<file path="src/rtl/apple_1_term_bridge.sv">
// Apple-1 terminal bridge: UART RX -> char FIFO -> kbd 4-phase handshake; dsp 4-phase handshake -> UART TX.
// Latency: kbd_rdy one cycle after FIFO non-empty; TX start bit begins the cycle after the dsp latch.
// Backpressure: dsp_ack withheld while TX busy; RX drops into a full FIFO (rx_ovf). APPLE1_CRLF_EN appends LF after CR.

module apple_1_term_bridge_fifo #(
    parameter int WIDTH = 7,
    parameter int DEPTH = 4
) (
    input  logic             clk,
    input  logic             reset,
    input  logic             push,
    input  logic [WIDTH-1:0] push_dat,
    input  logic             pop,
    output logic [WIDTH-1:0] head,
    output logic             empty,
    output logic             full
);
    localparam int AW = $clog2(DEPTH);
    localparam logic [AW:0] FULL_CNT = (AW+1)'(DEPTH);

    logic [WIDTH-1:0] mem [DEPTH];
    logic [AW-1:0]    wr_ptr;
    logic [AW-1:0]    rd_ptr;
    logic [AW:0]      count;
    logic             wr_en;
    logic             rd_en;

    assign empty = (count == '0);
    assign full  = (count == FULL_CNT);
    assign rd_en = pop && !empty;
    // a pop frees the slot in the same cycle, so push-while-full-with-pop is accepted
    assign wr_en = push && (!full || rd_en);
    assign head  = mem[rd_ptr];

    always_ff @(posedge clk) begin
        if (wr_en) mem[wr_ptr] <= push_dat;
    end

    always_ff @(posedge clk or negedge reset) begin
        if (!reset) begin
            wr_ptr <= '0;
            rd_ptr <= '0;
            count  <= '0;
        end else begin
            if (wr_en) wr_ptr <= wr_ptr + 1'b1;
            if (rd_en) rd_ptr <= rd_ptr + 1'b1;
            case ({wr_en, rd_en})
                2'b10:   count <= count + 1'b1;
                2'b01:   count <= count - 1'b1;
                default: count <= count;
            endcase
        end
    end
endmodule

module apple_1_term_bridge #(
    parameter int CLK_DIV    = 434,
    parameter int FIFO_DEPTH = 4
) (
    input  logic       clk,
    input  logic       reset,
    input  logic       uart_rxd,
    output logic       uart_txd,
    output logic       kbd_rdy,
    input  logic       kbd_ack,
    output logic [6:0] kbd_data,
    input  logic       dsp_rdy,
    output logic       dsp_ack,
    input  logic [6:0] dsp_data,
    output logic       rx_ovf,
    output logic       rx_ferr
);
    localparam int CW = $clog2(CLK_DIV);
    localparam logic [CW-1:0] BIT_END  = CW'(CLK_DIV - 1);
    localparam logic [CW-1:0] HALF_END = CW'(CLK_DIV / 2 - 1);
`ifdef APPLE1_CRLF_EN
    localparam logic CRLF_EN = 1'b1;
`else
    localparam logic CRLF_EN = 1'b0;
`endif

    typedef enum logic [1:0] {R_IDLE, R_START, R_DATA, R_STOP} rx_state_t;
    typedef enum logic [1:0] {K_IDLE, K_RDY, K_WAIT} kbd_state_t;
    typedef enum logic {D_IDLE, D_ACK} dsp_state_t;

    rx_state_t  rx_state;
    kbd_state_t kbd_state;
    dsp_state_t dsp_state;

    logic          rx_s1, rx_s2, rx_prev;
    logic [CW-1:0] rx_cnt;
    logic [2:0]    rx_bit;
    logic [6:0]    rx_sh;
    logic          rx_push;
    logic          fifo_pop, fifo_empty, fifo_full;
    logic [6:0]    fifo_head;
    logic          tx_busy, crlf_pend;
    logic [8:0]    tx_sh;
    logic [3:0]    tx_bit;
    logic [CW-1:0] tx_cnt;

    always_ff @(posedge clk or negedge reset) begin
        if (!reset) begin
            rx_s1    <= 1'b1;
            rx_s2    <= 1'b1;
            rx_prev  <= 1'b1;
            rx_state <= R_IDLE;
            rx_cnt   <= '0;
            rx_bit   <= '0;
            rx_sh    <= '0;
            rx_push  <= 1'b0;
            rx_ferr  <= 1'b0;
        end else begin
            rx_s1   <= uart_rxd;
            rx_s2   <= rx_s1;
            rx_prev <= rx_s2;
            rx_push <= 1'b0;
            rx_ferr <= 1'b0;
            case (rx_state)
                R_IDLE: if (rx_prev && !rx_s2) begin
                    rx_state <= R_START;
                    rx_cnt   <= '0;
                end
                R_START: if (rx_cnt == HALF_END) begin
                    rx_cnt   <= '0;
                    rx_bit   <= '0;
                    rx_state <= rx_s2 ? R_IDLE : R_DATA;
                end else rx_cnt <= rx_cnt + 1'b1;
                R_DATA: if (rx_cnt == BIT_END) begin
                    rx_cnt <= '0;
                    // bit 7 is sampled for timing only; the core is 7-bit ASCII
                    if (rx_bit != 3'd7) rx_sh <= {rx_s2, rx_sh[6:1]};
                    rx_bit <= rx_bit + 3'd1;
                    if (rx_bit == 3'd7) rx_state <= R_STOP;
                end else rx_cnt <= rx_cnt + 1'b1;
                R_STOP: if (rx_cnt == BIT_END) begin
                    rx_push  <= rx_s2;
                    rx_ferr  <= !rx_s2;
                    rx_state <= R_IDLE;
                end else rx_cnt <= rx_cnt + 1'b1;
                default: rx_state <= R_IDLE;
            endcase
        end
    end

    apple_1_term_bridge_fifo #(.WIDTH(7), .DEPTH(FIFO_DEPTH)) u_fifo (
        .clk      (clk),
        .reset    (reset),
        .push     (rx_push),
        .push_dat (rx_sh),
        .pop      (fifo_pop),
        .head     (fifo_head),
        .empty    (fifo_empty),
        .full     (fifo_full)
    );

    assign fifo_pop = (kbd_state == K_IDLE) && !fifo_empty && !kbd_ack;

    always_ff @(posedge clk or negedge reset) begin
        if (!reset) begin
            kbd_state <= K_IDLE;
            kbd_rdy   <= 1'b0;
            kbd_data  <= '0;
            rx_ovf    <= 1'b0;
        end else begin
            if (rx_push && fifo_full && !fifo_pop) rx_ovf <= 1'b1;
            case (kbd_state)
                K_IDLE: if (fifo_pop) begin
                    kbd_data  <= fifo_head;
                    kbd_rdy   <= 1'b1;
                    kbd_state <= K_RDY;
                end
                K_RDY: if (kbd_ack) begin
                    kbd_rdy   <= 1'b0;
                    kbd_state <= K_WAIT;
                end
                K_WAIT: if (!kbd_ack) kbd_state <= K_IDLE;
                default: kbd_state <= K_IDLE;
            endcase
        end
    end

    // tx_sh holds the bits still to send after the start bit: data[6:0], bit7=0, stop=1
    always_ff @(posedge clk or negedge reset) begin
        if (!reset) begin
            uart_txd  <= 1'b1;
            tx_busy   <= 1'b0;
            crlf_pend <= 1'b0;
            tx_sh     <= '1;
            tx_bit    <= '0;
            tx_cnt    <= '0;
            dsp_ack   <= 1'b0;
            dsp_state <= D_IDLE;
        end else begin
            if (tx_busy) begin
                if (tx_cnt == BIT_END) begin
                    tx_cnt <= '0;
                    if (tx_bit == 4'd9) begin
                        if (crlf_pend) begin
                            tx_sh     <= {2'b10, 7'h0A};
                            uart_txd  <= 1'b0;
                            tx_bit    <= '0;
                            crlf_pend <= 1'b0;
                        end else tx_busy <= 1'b0;
                    end else begin
                        uart_txd <= tx_sh[0];
                        tx_sh    <= {1'b1, tx_sh[8:1]};
                        tx_bit   <= tx_bit + 4'd1;
                    end
                end else tx_cnt <= tx_cnt + 1'b1;
            end
            if (dsp_state == D_IDLE) begin
                if (dsp_rdy && !tx_busy) begin
                    tx_sh     <= {2'b10, dsp_data};
                    uart_txd  <= 1'b0;
                    tx_busy   <= 1'b1;
                    tx_cnt    <= '0;
                    tx_bit    <= '0;
                    crlf_pend <= CRLF_EN && (dsp_data == 7'h0D);
                    dsp_ack   <= 1'b1;
                    dsp_state <= D_ACK;
                end
            end else if (!dsp_rdy) begin
                dsp_ack   <= 1'b0;
                dsp_state <= D_IDLE;
            end
        end
    end
endmodule
</file>
<file path="config.mk">
export PLATFORM = sky130hd
export DESIGN_NAME = apple_1_term_bridge
export DESIGN_NICKNAME = d
export VERILOG_FILES = /design/src/rtl/apple_1_term_bridge.sv
export SDC_FILE = /design/constraint.sdc
export NUM_CORES = 1
export LEC_CHECK = 0
export ABC_AREA = 1
export ABC_CLOCK_PERIOD_IN_PS = 5300
export CORE_ASPECT_RATIO = 0.75
export CORE_MARGIN = 2
export CORE_UTILIZATION = 40
export CTS_BUF_LIST = sky130_fd_sc_hd__clkbuf_8
export DETAILED_ROUTE_END_ITERATION = 10
export HOLD_SLACK_MARGIN = 0.06
export PLACE_DENSITY = 0.62
export SLEW_MARGIN = 10
export SYNTH_ARGS = -nofsm -noshare
export SYNTH_HDL_FRONTEND = slang
export SYNTH_SLANG_ARGS = --single-unit
</file>
<file path="constraint.sdc">
create_clock -name clk -period 5.3 [get_ports clk]
set_input_delay 1.59 -clock clk [delete_from_list [all_inputs] [get_ports clk]]
set_output_delay 1.59 -clock clk [all_outputs]
set_load 0.005 [all_outputs]
</file>
==> run_results.csv, run 1 <==
group,metric,value,unit
clocking,cts.sinks,99,
clocking,ctsHoldBuffers,0,
die,rows,34,
layout,nNetsFinal,570,
critical_path,required,5540,ps
die,die_area,12900,sq um
yosys,synth_seq_cells,99,
critical_path,crit_chain,"clkdlybuf4s50_1, inv_1, nand3_1, inv_1, ha_1, inv_1, fa_1, a21oi_1, o21ai_0, xor2_1",
yosys,syn_inst,519,
layout,final_util,45.7,%
grt,antenna_found_initial,0,
route,wirelength,8770,um
die,core_area,11700,sq um
critical_path,worstPathArrival,3730,ps
grt,grt.total_usage,15.4,%
sta,relSlewSlack,40.0,%
route,first_pass_iters,5,
critical_path,cp_slowest_cell,"clkdlybuf4s50_1",
layout,final_cell_mix,"nand2_1, nor2_1, inv_1, dfrtp_1, nand3_1",
clocking,root_buffer,"clkbuf_8",
yosys,syn_nets,546,
layout,drive_above_1_share,11.3,%
critical_path,critPathCaptureType,"register",
critical_path,cp-start-kind,"input port",
yosys,syn_avg_cell_area,9.26,sq um
layout,diodes,0,
critical_path,crit_top_cell,"inv_1",
yosys,yosysWarnings,0,
sta,fin_setup_tns,0,ps
critical_path,cpPeakStageDelay,440,ps
grt,overflow,0,
clocking,clockBufferDepth,2,
sta,hold_viol,0,
sta,worst_hold_slack,368,ps
die,initial_core_util,41.3,%
clocking,cts_inserted_buffers,9,
grt,grt_pass1_wl,15900,um
die,pin_count,24,
place,hpwl,6240,um
layout,num-fill-cells,1115,
pwr,peakVddDrop,0.169,mV
outcome,status,"complete, no violations",
yosys,syn_area,4810,sq um
pwr,power_density,400,nW/um^2
grt,first_global_vias,3403,
grt,grt_max_degree,72,
route,vias_per_cell,4.75,
sta,finalSetupViolCount,0,
pwr,finalPower,0.00213,W
clocking,cts_tree,"done",
route,top_layer,"met4",
flow_run,drv_cap,0,
die,die_x,131,um
critical_path,critical_path_peak_fanout,16,
clocking,clock_latency,360,ps
critical_path,criticalPathCategory,"in -> reg",
sta,worstMarginPinSlew,900,ps
place,finalWeightedCongestion,0.830,
route,wl_met3,310,um
route,drt-initial-drc-count,222,
route,wl_met2,3850,um
clocking,ctsResizeCount,0,
sta,slew_viol_final,0,
route,wl_per_cell,12.3,um
clocking,clk_pin_slew,90,ps
yosys,yosysSeqAreaShare,54.8,%
clocking,post_cts_buffers,0,
hold_path,hp-class,"reg -> reg",
sta,clock.fmax,287,MHz
pwr,p_leak,2.53,nW
yosys,synth.distinct_cells,38,
route,ant_nets,0,
sta,grt_setup_unrepaired,"no",
route,met1_length,4570,um
sta,fin_worst_skew,15.4,ps
layout,final_common_cell,"nand2_1",
clocking,ctsHtreeMaxLevel,3,
sta,period_share,65.8,%
sta,fin_crit,3490,ps
place,io_buffer_count,23,
die,fp.dieH,99.0,um
route,vias,3370,
layout,area_growth,10.8,%
route,drc,0,
-- Yosys cell counts, drive strengths merged --
master,instances,area share [%]
xor2,9,1.6
a31o,1,0.18
o21ai,33,3.4
a31oi,7,0.91
inv,69,5.4
o211ai,2,0.31
o21bai,2,0.31
a2bb2oi,1,0.18
fa,1,0.42
nand2,103,8.9
clkbuf,2,0.16
or2,6,0.83
nand3b,3,0.47
nor3b,1,0.16
nor3,9,0.94
ha,14,3.6
a211oi,1,0.16
edfxtp,28,17
dfrtp,58,30
nand4,13,1.7
nand3,34,4.3
nor2,83,7.9
buf,9,1.5
a21oi,16,1.7
xnor2,1,0.18
dfstp,13,7.1
-- final timing paths --
path	start	endpoint	slack [ps]	cells past startpoint
max in group asynchronous	reset	tx_cnt[6]	3270	2
hold reg to reg	rx_s1	rx_s2	370	0
hold / removal	rx_s1	rx_s2	370	0
setup reg to reg	u_fifo.count[0]	u_fifo.count[2]	3000	10
min in group asynchronous	reset	kbd_state[1]	1450	2
setup / recovery	kbd_ack	u_fifo.count[2]	1810	10
-- through the flow --
stage | worst slack [ps] | cells | cell area (sq um)
after floorplan | 2120 | 519 | 4810
after global placement | 1470 | 694 | 5160
after detailed placement | 1410 | 694 | 5160
after CTS | 1800 | 710 | 5330
after global routing | 1640 | 710 | 5330
final | 1810 | 710 | 5330
-- final cells by class --
class / count / area (sq um) / area share (%)
clock buffers: 10 / 138 / 2.58
clock inverters: 6 / 26.3 / 0.493
inverters: 69 / 259 / 4.86
multi-input cells: 340 / 1840 / 34.5
flip-flops and latches: 99 / 2630 / 49.4
well taps: 162 / 203 / 3.80
repair buffers: 24 / 233 / 4.37
-- critical path: cells and delay by family --
kind / cells / cell delay [ps]
buffers and inverters: 4 / 970
adder cells (fa/ha/maj): 2 / 600
AO/OA/AOI/OAI: 2 / 250
AND/OR/NAND/NOR: 1 / 180
XOR/XNOR: 1 / 150
-- sequential cells by signal (all words and copies together) (netlist names), 2 cells and up, named ones only --
name and count:
rx_cnt 9, tx_bit 4, u_fifo.count 3, u_fifo.mem 28, u_fifo.rd_ptr 2, rx_bit 3
u_fifo.wr_ptr 2, kbd_data 7, kbd_state 2, tx_cnt 9, tx_sh 9, rx_sh 7
-- cells by family after synthesis --
| family | after synthesis | synth area share [%] |
|---|---|---|
| xor gates and xnor gates | 10 | 1.82 |
| adders and majority gates | 15 | 4.06 |
| DFF | 99 | 54.8 |
| AOI/OAI and AO/OA | 63 | 7.16 |
| and+or+nand+nor | 252 | 25.2 |
| buffers and inverters | 80 | 7.03 |
-- per-layer routing --
layer | track usage (%) | vias up
met4 | 4.34 | 0
met3 | 3.96 | 2
met5 | 0 | -
met2 | 23.2 | 51
li1 | - | 1728
met1 | 22.1 | 1589
-- power by group --
group / switching [W] / internal [W] / leakage, nW
Combinational: 0.000387 / 0.000266 / 1.23
Sequential: 0.000133 / 0.000919 / 1.20
Clock: 0.000248 / 0.000177 / 0.0996
Total: 0.000768 / 0.00136 / 2.53
(Power assumes the default switching activity.)
==> run 2: changes to the inputs <==
ABC_CLOCK_PERIOD_IN_PS = 3400   (was 5300)
clock period = 3.4 ns   (was 5.3 ns; I/O delays follow)
==> run 2 against run 1 <==
Clock skew decreased by 6.3 ps. Cell area increased by 0.66%. Core utilization increased by 0.30 points. Global-route usage about the same. Via count decreased by 0.42%. First-iteration DRC count decreased by 7.7%. Die area unchanged. Critical path depth increased by 1. Worst hold slack got worse by 4.5 ps. Critical path type unchanged. Highest routed layer unchanged.
==> run_results.csv, run 2 (same netlist as run 1, synthesis figures left out) <==
group,metric,value,unit
die,rows,34,
critical_path,cp_slowest_cell,"clkdlybuf4s50_1",
layout,final_cell_mix,"nand2_1, nor2_1, inv_1, dfrtp_1, nand3_1",
sta,hold_viol,0,
route,drt-initial-drc-count,205,
clocking,clock_latency,360,ps
critical_path,crit_family,"buffers and inverters",
grt,first_global_vias,3257,
layout,largest-register,"u_fifo.mem",
sta,grt_setup_unrepaired,"no",
clocking,ctsHtreeMaxLevel,3,
layout,area_growth,11.6,%
route,ant_nets,0,
place,dp.cells,696,
place,post-place-ws,346,ps
layout,layoutNonFillerInstCount,712,
sta,fin_worst_skew,9.08,ps
hold_path,hp-class,"reg -> reg",
grt,grt_pass1_wl,15700,um
sta,relSlewSlack,60.7,%
critical_path,required,3640,ps
place,finalWeightedCongestion,0.822,
clocking,cts_inserted_buffers,9,
layout,nNetsFinal,572,
layout,num-fill-cells,1122,
die,pin_count,24,
pwr,peakVddDrop,0.192,mV
sta,fin_crit,2690,ps
sta,finalSetupViolCount,0,
clocking,ctsResizeCount,0,
grt,grt.total_usage,15.4,%
grt,overflow,0,
layout,final_common_cell,"nand2_1",
die,fp.dieH,99.0,um
die,die_area,12900,sq um
clocking,post_cts_buffers,0,
layout,largest_reg_flops,28,
clocking,cts.sinks,99,
route,first_pass_iters,5,
grt,use_met1,22.6,%
route,wirelength,8930,um
place,hpwl,6440,um
clocking,root_buffer,"clkbuf_8",
sta,postLayoutSetupSlackWorst,712,ps
sta,slew_viol_final,0,
critical_path,criticalPathCategory,"in -> reg",
clocking,clk_pin_slew,100,ps
sta,worstMarginPinSlew,588,ps
grt,grt_max_degree,52,
outcome,status,"complete, no violations",
grt,grt_use_met2,22.6,%
critical_path,worstPathArrival,2930,ps
sta,fin_setup_tns,0,ps
critical_path,path_buf_inv,3,
clocking,cts_tree,"done",
flow_run,drv_cap,0,
route,vias,3356,
layout,diodes,0,
die,core_area,11700,sq um
die,initial_core_util,41.3,%
die,die_x,131,um
layout,drive_above_1_share,11.8,%
route,vias_per_cell,4.71,
pwr,finalPower,0.00335,W
critical_path,critical_path_peak_fanout,6,
critical_path,crit_chain,"clkdlybuf4s50_1, inv_1, nand3_1, nand2_1, nand2_1, ha_1, inv_1, fa_1, a21oi_1, o21ai_0, xor2_1",
grt,grt_busiest_layer,"met2",
critical_path,critPathCaptureType,"register",
route,wl_per_cell,12.5,um
grt,use_met3,3.64,%
sta,period_share,79.1,%
pwr,p_leak,2.54,nW
clocking,clockBufferDepth,2,
place,io_buffer_count,23,
pwr,power_density,624,nW/um^2
clocking,ctsHoldBuffers,0,
sta,worst_hold_slack,364,ps
grt,antenna_found_initial,0,
sta,clock.fmax,372,MHz
critical_path,cpPeakStageDelay,500,ps
route,drc,0,
critical_path,cp-start-kind,"input port",
run 2: power breakdown:
part | internal, W | leakage [nW] | switching [W]
combinational | 0.000423 | 1.25 | 0.000609
sequential | 0.00143 | 1.20 | 0.000201
clock | 0.000282 | 0.0951 | 0.000401
total | 0.00214 | 2.54 | 0.00121
run 2: final timing paths:
check                                startpoint              end  cells after the start  slack, ps
worst max-delay path                    kbd_ack  u_fifo.count[2]                     11        710
min in group asynchronous                 reset      kbd_data[5]                      1        610
worst max register to register  u_fifo.count[0]  u_fifo.count[2]                     11       1310
max in group asynchronous                 reset         tx_sh[4]                      2       2070
worst min-delay path                      rx_s1            rx_s2                      0        360
worst min register to register            rx_s1            rx_s2                      0        360
run 2: stage by stage:
step	area, sq um	util (%)
floorplan	4810	-
CTS	5360	46.0
global placement	5190	44.5
detailed placement	5190	44.5
global route	5360	46.0
finish	5360	46.0
run 2: layout make-up:
type	count	area (sq um)	share of cell area, %
well taps	162	203	3.78
clock inverters	6	33.8	0.630
multi-input cells	340	1840	34.2
repair buffers	26	260	4.85
flip-flops and latches	99	2630	49.1
inverters	69	259	4.83
clock buffers	10	138	2.57
run 2: routing by layer:
layer	part of all wire (%)	routed length (um)
met1	52	4690
met4	1.2	104
met3	3.1	273
met2	43	3860
met5	0	0
